### src/rtl/alu_issue_ctrl.sv
// Issue/collect sequencer for a fixed-latency 32-bit ALU: one request in flight,
// operands held for ALU_LAT cycles, results returned over a valid/ready channel.
module alu_issue_ctrl #(
  parameter int ALU_LAT = 1,
  parameter int WIDTH   = 32
) (
  input  logic             clk,
  input  logic             rst_n,
  input  logic             instr_valid,
  output logic             instr_ready,
  input  logic [5:0]       instr_op,
  input  logic [WIDTH-1:0] instr_a,
  input  logic [WIDTH-1:0] instr_b,
  input  logic             instr_cin,
  input  logic             instr_use_cf,
  output logic [WIDTH-1:0] alu_a,
  output logic [WIDTH-1:0] alu_b,
  output logic [5:0]       alu_opcode,
  output logic             alu_cin,
  input  logic [WIDTH-1:0] alu_ans,
  input  logic             alu_ans_opt,
  input  logic             alu_z,
  input  logic             alu_n,
  output logic             res_valid,
  input  logic             res_ready,
  output logic [WIDTH-1:0] res_data,
  output logic             res_opt,
  output logic             res_z,
  output logic             res_n,
  output logic             res_err,
  output logic             carry_flag
);

  // Both channels are strict valid/ready: a transfer happens on a rising edge
  // where valid && ready; valid never depends on ready, and a producer holding
  // valid keeps its payload stable until the transfer.

  localparam logic [5:0] OP_ADD = 6'b010000;
  localparam logic [5:0] OP_SUB = 6'b010001;
  localparam logic [5:0] OP_EQ  = 6'b100000;
  localparam logic [3:0] LAT_INIT = 4'(ALU_LAT - 1);

  typedef enum logic [1:0] {
    ST_IDLE = 2'd0,
    ST_EXEC = 2'd1,
    ST_RESP = 2'd2
  } state_e;

  state_e           state_q, state_d;
  logic [3:0]       cnt_q, cnt_d;
  logic [5:0]       op_q, op_d;
  logic [WIDTH-1:0] a_q, a_d;
  logic [WIDTH-1:0] b_q, b_d;
  logic             cin_q, cin_d;
  logic [WIDTH-1:0] data_q, data_d;
  logic             opt_q, opt_d;
  logic             z_q, z_d;
  logic             n_q, n_d;
  logic             err_q, err_d;
  logic             cf_q, cf_d;
  logic             op_legal;
  logic             op_q_arith;

  assign op_legal   = (instr_op == OP_ADD) || (instr_op == OP_SUB) || (instr_op == OP_EQ);
  assign op_q_arith = (op_q == OP_ADD) || (op_q == OP_SUB);

  always_comb begin
    state_d = state_q;
    cnt_d   = cnt_q;
    op_d    = op_q;
    a_d     = a_q;
    b_d     = b_q;
    cin_d   = cin_q;
    data_d  = data_q;
    opt_d   = opt_q;
    z_d     = z_q;
    n_d     = n_q;
    err_d   = err_q;
    cf_d    = cf_q;
    unique case (state_q)
      ST_IDLE: begin
        if (instr_valid) begin
          op_d  = instr_op;
          a_d   = instr_a;
          b_d   = instr_b;
          cin_d = instr_use_cf ? cf_q : instr_cin;
          if (op_legal) begin
            state_d = ST_EXEC;
            cnt_d   = LAT_INIT;
          end else begin
            // Illegal opcodes never reach the ALU; answer with an error result.
            state_d = ST_RESP;
            data_d  = '0;
            opt_d   = 1'b0;
            z_d     = 1'b0;
            n_d     = 1'b0;
            err_d   = 1'b1;
          end
        end
      end
      ST_EXEC: begin
        if (cnt_q == 4'd0) begin
          state_d = ST_RESP;
          data_d  = alu_ans;
          opt_d   = alu_ans_opt;
          z_d     = alu_z;
          n_d     = alu_n;
          err_d   = 1'b0;
          // Only add/subtract produce a carry/borrow; equality's bit is relational.
          if (op_q_arith) cf_d = alu_ans_opt;
        end else begin
          cnt_d = cnt_q - 4'd1;
        end
      end
      ST_RESP: begin
        if (res_ready) state_d = ST_IDLE;
      end
      default: state_d = ST_IDLE;
    endcase
  end

  always_ff @(posedge clk or negedge rst_n) begin
    if (!rst_n) begin
      state_q <= ST_IDLE;
      cnt_q   <= '0;
      op_q    <= '0;
      a_q     <= '0;
      b_q     <= '0;
      cin_q   <= 1'b0;
      data_q  <= '0;
      opt_q   <= 1'b0;
      z_q     <= 1'b0;
      n_q     <= 1'b0;
      err_q   <= 1'b0;
      cf_q    <= 1'b0;
    end else begin
      state_q <= state_d;
      cnt_q   <= cnt_d;
      op_q    <= op_d;
      a_q     <= a_d;
      b_q     <= b_d;
      cin_q   <= cin_d;
      data_q  <= data_d;
      opt_q   <= opt_d;
      z_q     <= z_d;
      n_q     <= n_d;
      err_q   <= err_d;
      cf_q    <= cf_d;
    end
  end

  // ALU inputs come from latched operands only and are zero outside EXEC.
  always_comb begin
    alu_a      = '0;
    alu_b      = '0;
    alu_opcode = '0;
    alu_cin    = 1'b0;
    if (state_q == ST_EXEC) begin
      alu_a      = a_q;
      alu_b      = b_q;
      alu_opcode = op_q;
      alu_cin    = cin_q;
    end
  end

  assign instr_ready = (state_q == ST_IDLE);
  assign res_valid   = (state_q == ST_RESP);
  assign res_data    = data_q;
  assign res_opt     = opt_q;
  assign res_z       = z_q;
  assign res_n       = n_q;
  assign res_err     = err_q;
  assign carry_flag  = cf_q;

endmodule

### config.mk
export PLATFORM = sky130hd
export DESIGN_NAME = alu_issue_ctrl
export DESIGN_NICKNAME = d
export VERILOG_FILES = /design/src/rtl/alu_issue_ctrl.sv
export SDC_FILE = /design/constraint.sdc
export NUM_CORES = 1
export LEC_CHECK = 0
export ABC_AREA = 1
export CAP_MARGIN = 30
export CORE_MARGIN = 2
export CORE_UTILIZATION = 30
export DETAILED_ROUTE_END_ITERATION = 10
export PLACE_DENSITY = 0.72
export REMOVE_ABC_BUFFERS = 1
export SLEW_MARGIN = 20
export SYNTH_ARGS = -nofsm -noshare
export SYNTH_HDL_FRONTEND = slang
export SYNTH_SLANG_ARGS = --single-unit
### constraint.sdc
create_clock -name clk -period 3 [get_ports clk]
set_clock_uncertainty 0.1 [all_clocks]
set_input_delay 0.6 -clock clk [delete_from_list [all_inputs] [get_ports clk]]
set_output_delay 0.6 -clock clk [all_outputs]
set_load 0.02 [all_outputs]
Word-level counts from Yosys, hierarchy flattened
Cells that the tools add are included.
{"block": "classes", "addsub": 1, "n_eq_ne": 13, "muxes": 30, "n_reduce_logical": 11}
{"operator": "$mux W32", "n": 5}
{"operator": "$pmux W32 S2", "n": 1}
{"operator": "$eq A6 B5 Y1 const B", "n": 4}
{"operator": "$mux W4", "n": 3}
{"operator": "$mux W1", "n": 10}
{"operator": "$mux W2", "n": 4}
{"operator": "$ne A2 B2 Y1 const B", "n": 4}
{"operator": "$pmux W1 S2", "n": 4}
{"operator": "$pmux W4 S2", "n": 1}
{"operator": "$reduce_and A4 Y1", "n": 2}
{"operator": "$eq A6 B6 Y1 const B", "n": 1}
{"operator": "$mux W6", "n": 1}
{"operator": "$pmux W2 S3", "n": 1}
{"operator": "$reduce_and A3 Y1", "n": 2}
{"operator": "$logic_not A4 Y1", "n": 1}
{"operator": "$ne A2 B1 Y1 const B", "n": 2}
{"operator": "$sub A4 B1 Y4 const B", "n": 1}
{"operator": "$logic_or A1 B1 Y1", "n": 3}
{"operator": "$eq A2 B1 Y1 const B", "n": 1}
{"operator": "$eq A2 B2 Y1 const B", "n": 1}
{"operator": "$logic_not A2 Y1", "n": 1}
{"operator": "$reduce_and A2 Y1", "n": 1}
{"operator": "$reduce_bool A2 Y1", "n": 1}
{"block": "totals", "ff_bits": 114, "input_bits": 111, "output_inout_bits": 110, "word_cells": 67}

Depth between registers and ports, before layout
Gate-level depths: netlist of the first run.
{"block": "depth", "depth_word": 6, "ltp_mapped": 8}

Worst setup path before layout of the first run
OpenSTA, ideal clock, no wires.
{"block": "synth_timing", "path_type": "register to output", "from": "register state_q[1]", "to": "output alu_a[0]", "arrival_ns": 1.326, "required_ns": 2.300, "path_slack_ns": 0.974, "stages_incl_launch_ff": 6, "n_path_buf": 2, "cell_sequence": "dfrtp_1 nor2_2 inv_2 clkbuf_1 clkbuf_1 nor2_1"}
{"block": "synth_via", "elab_chain_len": 2}
{"element": "start, declared", "line": "49", "rtl": "state_e state_q, state_d;"}
{"element": "start signal, assigned", "line": "137", "rtl": "state_q <= state_d;"}
{"element": "$eq A2 B1 Y1", "line": "158", "rtl": "if (state_q == ST_EXEC) begin"}
{"element": "$mux W32", "line": "158"}
{"element": "end, declared", "line": "16", "rtl": "output logic [WIDTH-1:0] alu_a,"}
Every way passes these cells.

Final worst setup path of the first run
{"block": "layout_timing", "from": "register state_q[1]", "to": "output alu_a[27]"}
The elaborated chain is that of the path after synthesis.

==> impl_summary.md, run 1 <==
Synthesis
Synthesis produced a netlist whose cell count is 640. The async set-or-reset flop fraction in the synthesized netlist is 1.000. In this run, synthesis inferred 0 flip-flops with an integrated enable.

The leading area contributor after synthesis is sky130_fd_sc_hd__dfrtp_1. The leading register cell type out of synthesis is sky130_fd_sc_hd__dfrtp_1. Each instance of the synthesized netlist takes up on average 8.037 um2. For this run, the register share of the synthesized area comes to 0.5546. Summing every instance area after synthesis gives 5144 um2.

In the post-synthesis netlist, the cell with the most instances is sky130_fd_sc_hd__nand2_1. The share of the synthesized area in the top cell type is 0.5546. After synthesis, the most frequently instantiated cells are 199 x sky130_fd_sc_hd__nand2_1, 114 x sky130_fd_sc_hd__dfrtp_1, 83 x sky130_fd_sc_hd__inv_1. After synthesis, the cell types taking the most area are sky130_fd_sc_hd__dfrtp_1 55%, sky130_fd_sc_hd__nand2_1 15%, sky130_fd_sc_hd__o21ai_0 7.1%.

The total of warnings raised by yosys is 0. The number of different library cells in the post-synthesis netlist is 18. The flip-flop and latch count after synthesis is 114.

Drt
After detailed routing, the total wire length is 14,540 um. The iteration count of the initial detailed-routing pass is 4. The count of nets left with antenna violations once routing finished came out at 0.

The number of DRC markers after the initial detailed-route iteration is 195. In the routed layout, each cell is associated on average with a via count of 4.328. For this run, design rule violations remaining after detail routing come to 0. The average wire length per cell after detail routing is 13.41 um. The count of vias placed by the detailed router is 4,692.

Power
The power density normalized to cell area is 901.4 nW/um2. The leakage power total is 3.746 nW. The clock network power share is 0.260. The overall power consumption is 7.342 mW. The net switching share of the total power is 0.3784. The cell internal power dissipation is 4.564 mW. VDD sags by at most 0.4213 mV. Of the total power, combinational logic draws 0.407. The switching power total is 2.778 mW.

The sequential fraction of design power is 0.332.

Clocking
TritonCTS built the clock tree. In this run, post-CTS repair resized a total of 0 instances. At the later pin of the worst-skew pair, clock insertion delay measures 0.42 ns. The clock tree root driver cell is sky130_fd_sc_hd__clkbuf_16.

The number of clock buffers inserted by TritonCTS is 17. The post-CTS setup buffer count is 0. The number of hold buffers added after cts is 0. The clock passes through at most 2 buffers. The number of H-tree levels is 4.

After clock tree synthesis, the clock-pin slew on the worst setup and hold paths is 0.06 ns. The clock sink total is 114.

Floorplan
The die covers 18,210 um2. The die is 134.9 um tall. The floorplan step set the die width to 134.9 um. The starting density of the core is 0.3080. The area inside the core boundary is 16,700 um2. The placement row count is 47.

221 I/O pins were placed.

Place
The count of buffers from port buffering is 220. The placement-stage worst setup slack is 0.6539 ns. The routability congestion estimate from global placement is 0.7927. The detailed placer's ending HPWL is 9983 um.

After detailed placement, the total cell area comes to 7595 um2. The number of placed instances, taps included is 1,053.

Critical path
The category of the critical setup timing path is reg2out. The required time of the worst setup path is 2.30 ns. Traced cell by cell, the critical path runs through nor2_2 > inv_2 > buf_4 > nor2_1 > clkdlybuf4s50_1.

The logic depth of the worst register-to-register path is 6. The reg-to-reg startpoint is state_q[0]$_DFFE_PN0P_. The launching instance or port of the critical path is state_q[1]$_DFFE_PN0P_.

The critical path's largest stage delay is 0.61 ns. The startpoint type of the worst setup path is a flip-flop. The critical-path cell with the highest stage delay is sky130_fd_sc_hd__clkdlybuf4s50_1. The arrival time of data at the critical path endpoint is 2.04 ns. The maximum fanout along the worst path is 27. STA classifies the critical path endpoint as an output port. The register-to-register setup slack is 1.09 ns.

Final layout
The relative area change from synthesis to final layout is 58.36%. The total non-filler cell area in the finished layout is 8145 um2. The final instance count without filler cells is 1,084. In the final layout, the share of cells above drive strength 1 is 0.05440. The repair_antennas step left the layout with diodes totalling 0. Fill cells in the final layout number 1,594. In the final layout, the multi-input gates occupy 1817 um2.

The register cell area after layout is 2853 um2. The net count of the finished layout is 965.

GRT
For this run, the total global-route usage over all layers was measured as 0.1623. The total overflow left after global routing is 0. The initial antenna violation count was 0. Entering global routing, the biggest net connects 71 pins. The via count of the first global-routing pass came to 4,541. The first global-routing pass estimated 23,090 um of wire.

Timing
Counting I/O delays and the setup requirement, the final critical path takes 2.739 ns. The timing-limited maximum frequency is 365.2 MHz. Headroom to the max-slew limit came out at 0.6329. The final number of setup-violating endpoints is 0. In the post-route analysis, the smallest setup slack over all paths is 0.2615 ns.

Setup repair after global routing left no endpoint under its margin. Dividing the final minimum period by the clock period gives 0.9128. At the pin with the least slew margin, the transition time is 0.5506 ns. The max-slew violation count is 0.

The final count of hold timing violations is 0.

Job
The number of max-capacitance violations reported is 0.

Hold path
In this run the worst hold path is classified as in2async.

Run status
The run finished with clean final reports.
through the flow:
step / utilization / hold WS [ns] / TNS, ns
6_report: 0.4877 / 0.08660 / 0
5_1_grt: 0.4877 / 0.1213 / 0
4_1_cts: 0.4877 / 0.09396 / 0
3_5_place_dp: 0.4548 / 0.3619 / 0
3_3_place_gp: 0.4548 / 0.3550 / 0
2_1_floorplan: - / 0.2044 / -15.56
critical path, delay by kind of cell, from the launching register on:
family,cells,cell delay (ns)
DFF,1,0.41
buffers and inverters,3,0.90
and+or+nand+nor,2,0.28
cells in the final DEF, fill, tap and decap left out, drive strengths merged:
cell type and count:
clkinv 8, nand4 2, buf 10, clkinvlp 3, nand3 9, dfrtp 114, ha 2, clkbuf 19
inv 84, clkdlybuf4s50 219, bufinv 2, o21ai 74, nand2 200, nor2 81, nand3b 35, o211ai 1
xnor2 1
logic make-up after synthesis:
logic type               count (synthesis)  synth area share
AO/OA/AOI/OAI                           75           0.07565
adder cells (fa/ha/maj)                  2          0.004864
AND/OR/NAND/NOR                        327            0.2710
XOR/XNOR                                 1          0.001703
flip-flops                             114            0.5546
buffers and inverters                  121           0.09219
flip-flops by register name (all words and copies together), names as in the netlist, 2 cells and up:
signal and flops:
a_q 32, cnt_q 4, state_q 2, res_data 32
b_q 32, op_q 6
area by class of cell:
type	count	share of cell area
Sequential cell	114	0.3502
Timing Repair Buffer	229	0.2860
Multi-Input combinational cell	405	0.2230
Clock buffer	19	0.05315
Inverter	85	0.03932
Tap cell	220	0.03379
Clock inverter	12	0.01444
final timing paths:
check                                           end
hold / removal                   b_q[8]$_DFFE_PN0P_
hold reg to reg                cnt_q[1]$_DFFE_PN0P_
setup reg to reg           res_data[17]$_DFFE_PN0P_
setup / recovery                          alu_a[27]
max in group asynchronous       b_q[12]$_DFFE_PN0P_
min in group clk               cnt_q[1]$_DFFE_PN0P_
layer usage:
| metal | part of all wire | global-route usage | vias to the layer above |
|---|---|---|---|
| met3 | 0.11 | 0.07095 | 15 |
| met2 | 0.44 | 0.2473 | 187 |
| met4 | 0.015 | 0.05729 | 0 |
| li1 | - | - | 2364 |
| met5 | 0 | 0 | - |
| met1 | 0.44 | 0.2056 | 2126 |
power groups by stage:
stage | clock, mW | sequential [mW] | combinational, mW
after floorplan | 0 | 2.60 | 1.53
after global placement | 0 | 2.44 | 2.97
after detailed placement | 0 | 2.46 | 3.02
after CTS | 1.96 | 2.45 | 3.04
after global routing | 2.03 | 2.51 | 3.35
final | 1.91 | 2.44 | 2.99
No activity file was read; power rests on OpenSTA's default activity.
==> inputs of run 2 (changes only) <==
CORE_UTILIZATION = 34   (was 30)
PLACE_DENSITY = 0.79   (was 0.72)
==> impl_summary.md, run 2 (synthesis results as in run 1) <==
Run status
The flow ran to the end, and the final reports show no timing, DRC or antenna violations.

Critical path
The arrival time of data at the critical path endpoint is 2.05 ns. The kind of capture point of the worst setup path is an output port. The critical path ends at alu_a[7].

The category of the critical setup timing path is reg2out. The critical-path cell with the highest stage delay is sky130_fd_sc_hd__clkdlybuf4s50_1. The critical path's largest stage delay is 0.62 ns.

The logic depth of the worst register-to-register path is 5. Grouping stages by cell kind, the critical path spends the most delay in buffers and inverters. The startpoint identified for the worst register-to-register timing path is state_q[0]$_DFFE_PN0P_. In this run the worst setup path begins at state_q[1]$_DFFE_PN0P_. The critical path runs through a total of 5 cells.

The critical path goes through nor2_2 > inv_2 > buf_4 > nor2_1 > clkdlybuf4s50_1. In this run the register-to-register setup slack is 1.11 ns. The worst register-to-register path ends at b_q[20]$_DFFE_PN0P_.

The maximum fanout along the worst path is 42. The worst setup path is launched from a flip-flop. Data on the critical path is required at its endpoint by 2.30 ns. The critical path buffer and inverter count is 3.

Hold path
The tightest min-delay check is of the in2async type.

Timing
Setup repair after global routing left no endpoint under its margin. The final count of hold timing violations is 0. Timing would allow up to 363.6 MHz. The tightest slew margin relative to the limit is 0.5055. Of the available clock period, the critical path in the final layout requires 0.9169. Setup violations remaining at the end of the flow were counted as 0. The transition time of the tightest slew-check pin is 0.7418 ns.

The max-slew violation count is 0. For the finished layout, the period the worst path requires is 2.751 ns. The final total negative setup slack is 0 ns.

Clocking
The clock tree root driver cell is sky130_fd_sc_hd__clkbuf_16. The number of clock buffers inserted by TritonCTS is 17. The clock tree synthesis step divided the H-tree into 4 levels. The worst-case clock buffer depth is 2. The number of hold buffers added after cts is 0. Buffers added to address setup during post-CTS repair amount to 0.

TritonCTS built the clock tree. At the later pin of the worst-skew pair, clock insertion delay measures 0.41 ns. The number of gates given a new drive strength after cts is 0. For this design, the sink count on the clock tree is 114. The clock transition time at the flip-flop clock pins of the worst setup and hold paths is 0.05 ns.

GRT
In the global route stage, met2 resource usage came out at 0.2650. The overall global routing resource usage is 0.1780. The met1 track utilization from global routing is 0.2417. The layer flagged by global routing as most heavily used is met2. The maximum number of pins on one net before global-route repair is 94. For met3 alone, demand over resource in global routing was 0.06449. The via count of the first global-routing pass is 4,368. The first global-routing pass estimated 22,670 um of wire.

The total global routing overflow is 0. The initial antenna violation count was 0.

Drt
The detailed-route wire length is 14,180 um. Using the TritonRoute via totals, the vias-per-cell ratio works out to 4.560. For this block, the via count after detailed routing is 4,788.

In the final routed layout, each cell accounts on average for 13.50 um. The number of routed nets with antenna violations is 0. The iteration count of the initial detailed-routing pass is 4. The number of DRC markers after the initial detailed-route iteration is 268.

After detailed routing, the number of remaining DRC violations is 0.

Floorplan
The starting density of the core is 0.3512. The die span in x is 127.0 um. The area inside the core boundary is 14,640 um2. The die is 127.0 um tall.

For this design the top-level I/O count stands at 221. The placement row count is 44. The total die area is 16,130 um2.

Place
Routability-driven placement finished with a final weighted congestion of 0.8106. The detailed placer's ending HPWL is 9648 um. Buffers placed on the I/O ports in this run total 220. The total placed instance area is 7520 um2.

Final layout
After filler insertion, the fill cell instance count of the layout stands at 1,302. The total non-filler cell area in the finished layout is 8172 um2. 0 antenna diodes ended up in the layout. The net count of the finished layout is 966.

The relative area change from synthesis to final layout is 58.87%. Summing all multi-input logic gate instances after layout gives 1817 um2. The library cell used most frequently in the layout, excluding fill and tap cells, is sky130_fd_sc_hd__clkdlybuf4s50_1. The share of post-route cells with drive strength above 1 is 0.05774. The library cells used most frequently in the layout, excluding fill and tap cells, are 219 x sky130_fd_sc_hd__clkdlybuf4s50_1, 199 x sky130_fd_sc_hd__nand2_1, 114 x sky130_fd_sc_hd__dfrtp_1.

Once layout is complete, the utilization of the core stands at 0.5580. The register cell area after layout is 2853 um2.

Power
The design draws 7.632 mW. The power density normalized to cell area is 934.0 nW/um2. The worst-case IR drop observed on VDD is 0.4161 mV. The leakage power total is 3.778 nW.

Job
The number of max-capacitance violations reported is 0.
==> run 2: changes by cell type in the layout (fill, tap and decap cells not counted), sizes merged <==
cell,before,now
bufinv,2,5
clkinv,8,6
buf,10,11
==> run 2: worst min path at each step <==
stage / cells past startpoint / end / start / slack, ns
CTS: 1 / b_q[0]$_DFFE_PN0P_ / rst_n / 0.17
floorplan: 0 / a_q[0]$_DFFE_PN0P_ / rst_n / 0.20
detailed placement: 2 / res_data[14]$_DFFE_PN0P_ / res_data[14]$_DFFE_PN0P_ / 0.36
global route: 1 / a_q[24]$_DFFE_PN0P_ / rst_n / 0.21
global placement: 2 / res_data[13]$_DFFE_PN0P_ / res_data[13]$_DFFE_PN0P_ / 0.35
finish: 1 / a_q[24]$_DFFE_PN0P_ / rst_n / 0.15
==> run 2: area by class of cell <==
cell class,count,area share
clock buffers,19,0.05420
clock inverters,13,0.02557
inverters,85,0.03920
multi-input cells,405,0.2223
flip-flops and latches,114,0.3491
well taps,184,0.02817
repair buffers,230,0.2814
==> run 2: metal layers <==
metal,wire [um],vias to the layer above,part of all wire
li1,-,2372,-
met4,193,0,0.014
met5,0,-,0
met1,6319,2198,0.45
met3,1325,17,0.093
met2,6339,201,0.45
==> run 2: report_power, final <==
group	internal (mW)	total [mW]	switching (mW)	leakage [nW]
clock network	1.49	2.22	0.725	0.309
registers	2.19	2.44	0.254	1.46
logic	1.16	2.97	1.82	2.01
==> run 2: through the flow <==
stage | worst slack [ns] | hold WS, ns | cells
floorplan | -0.2211 | 0.2044 | 604
global placement | 0.6686 | 0.3528 | 1018
detailed placement | 0.6704 | 0.3571 | 1018
CTS | 0.2240 | 0.1664 | 1050
global route | 0.1398 | 0.2070 | 1050
finish | 0.2494 | 0.1472 | 1050
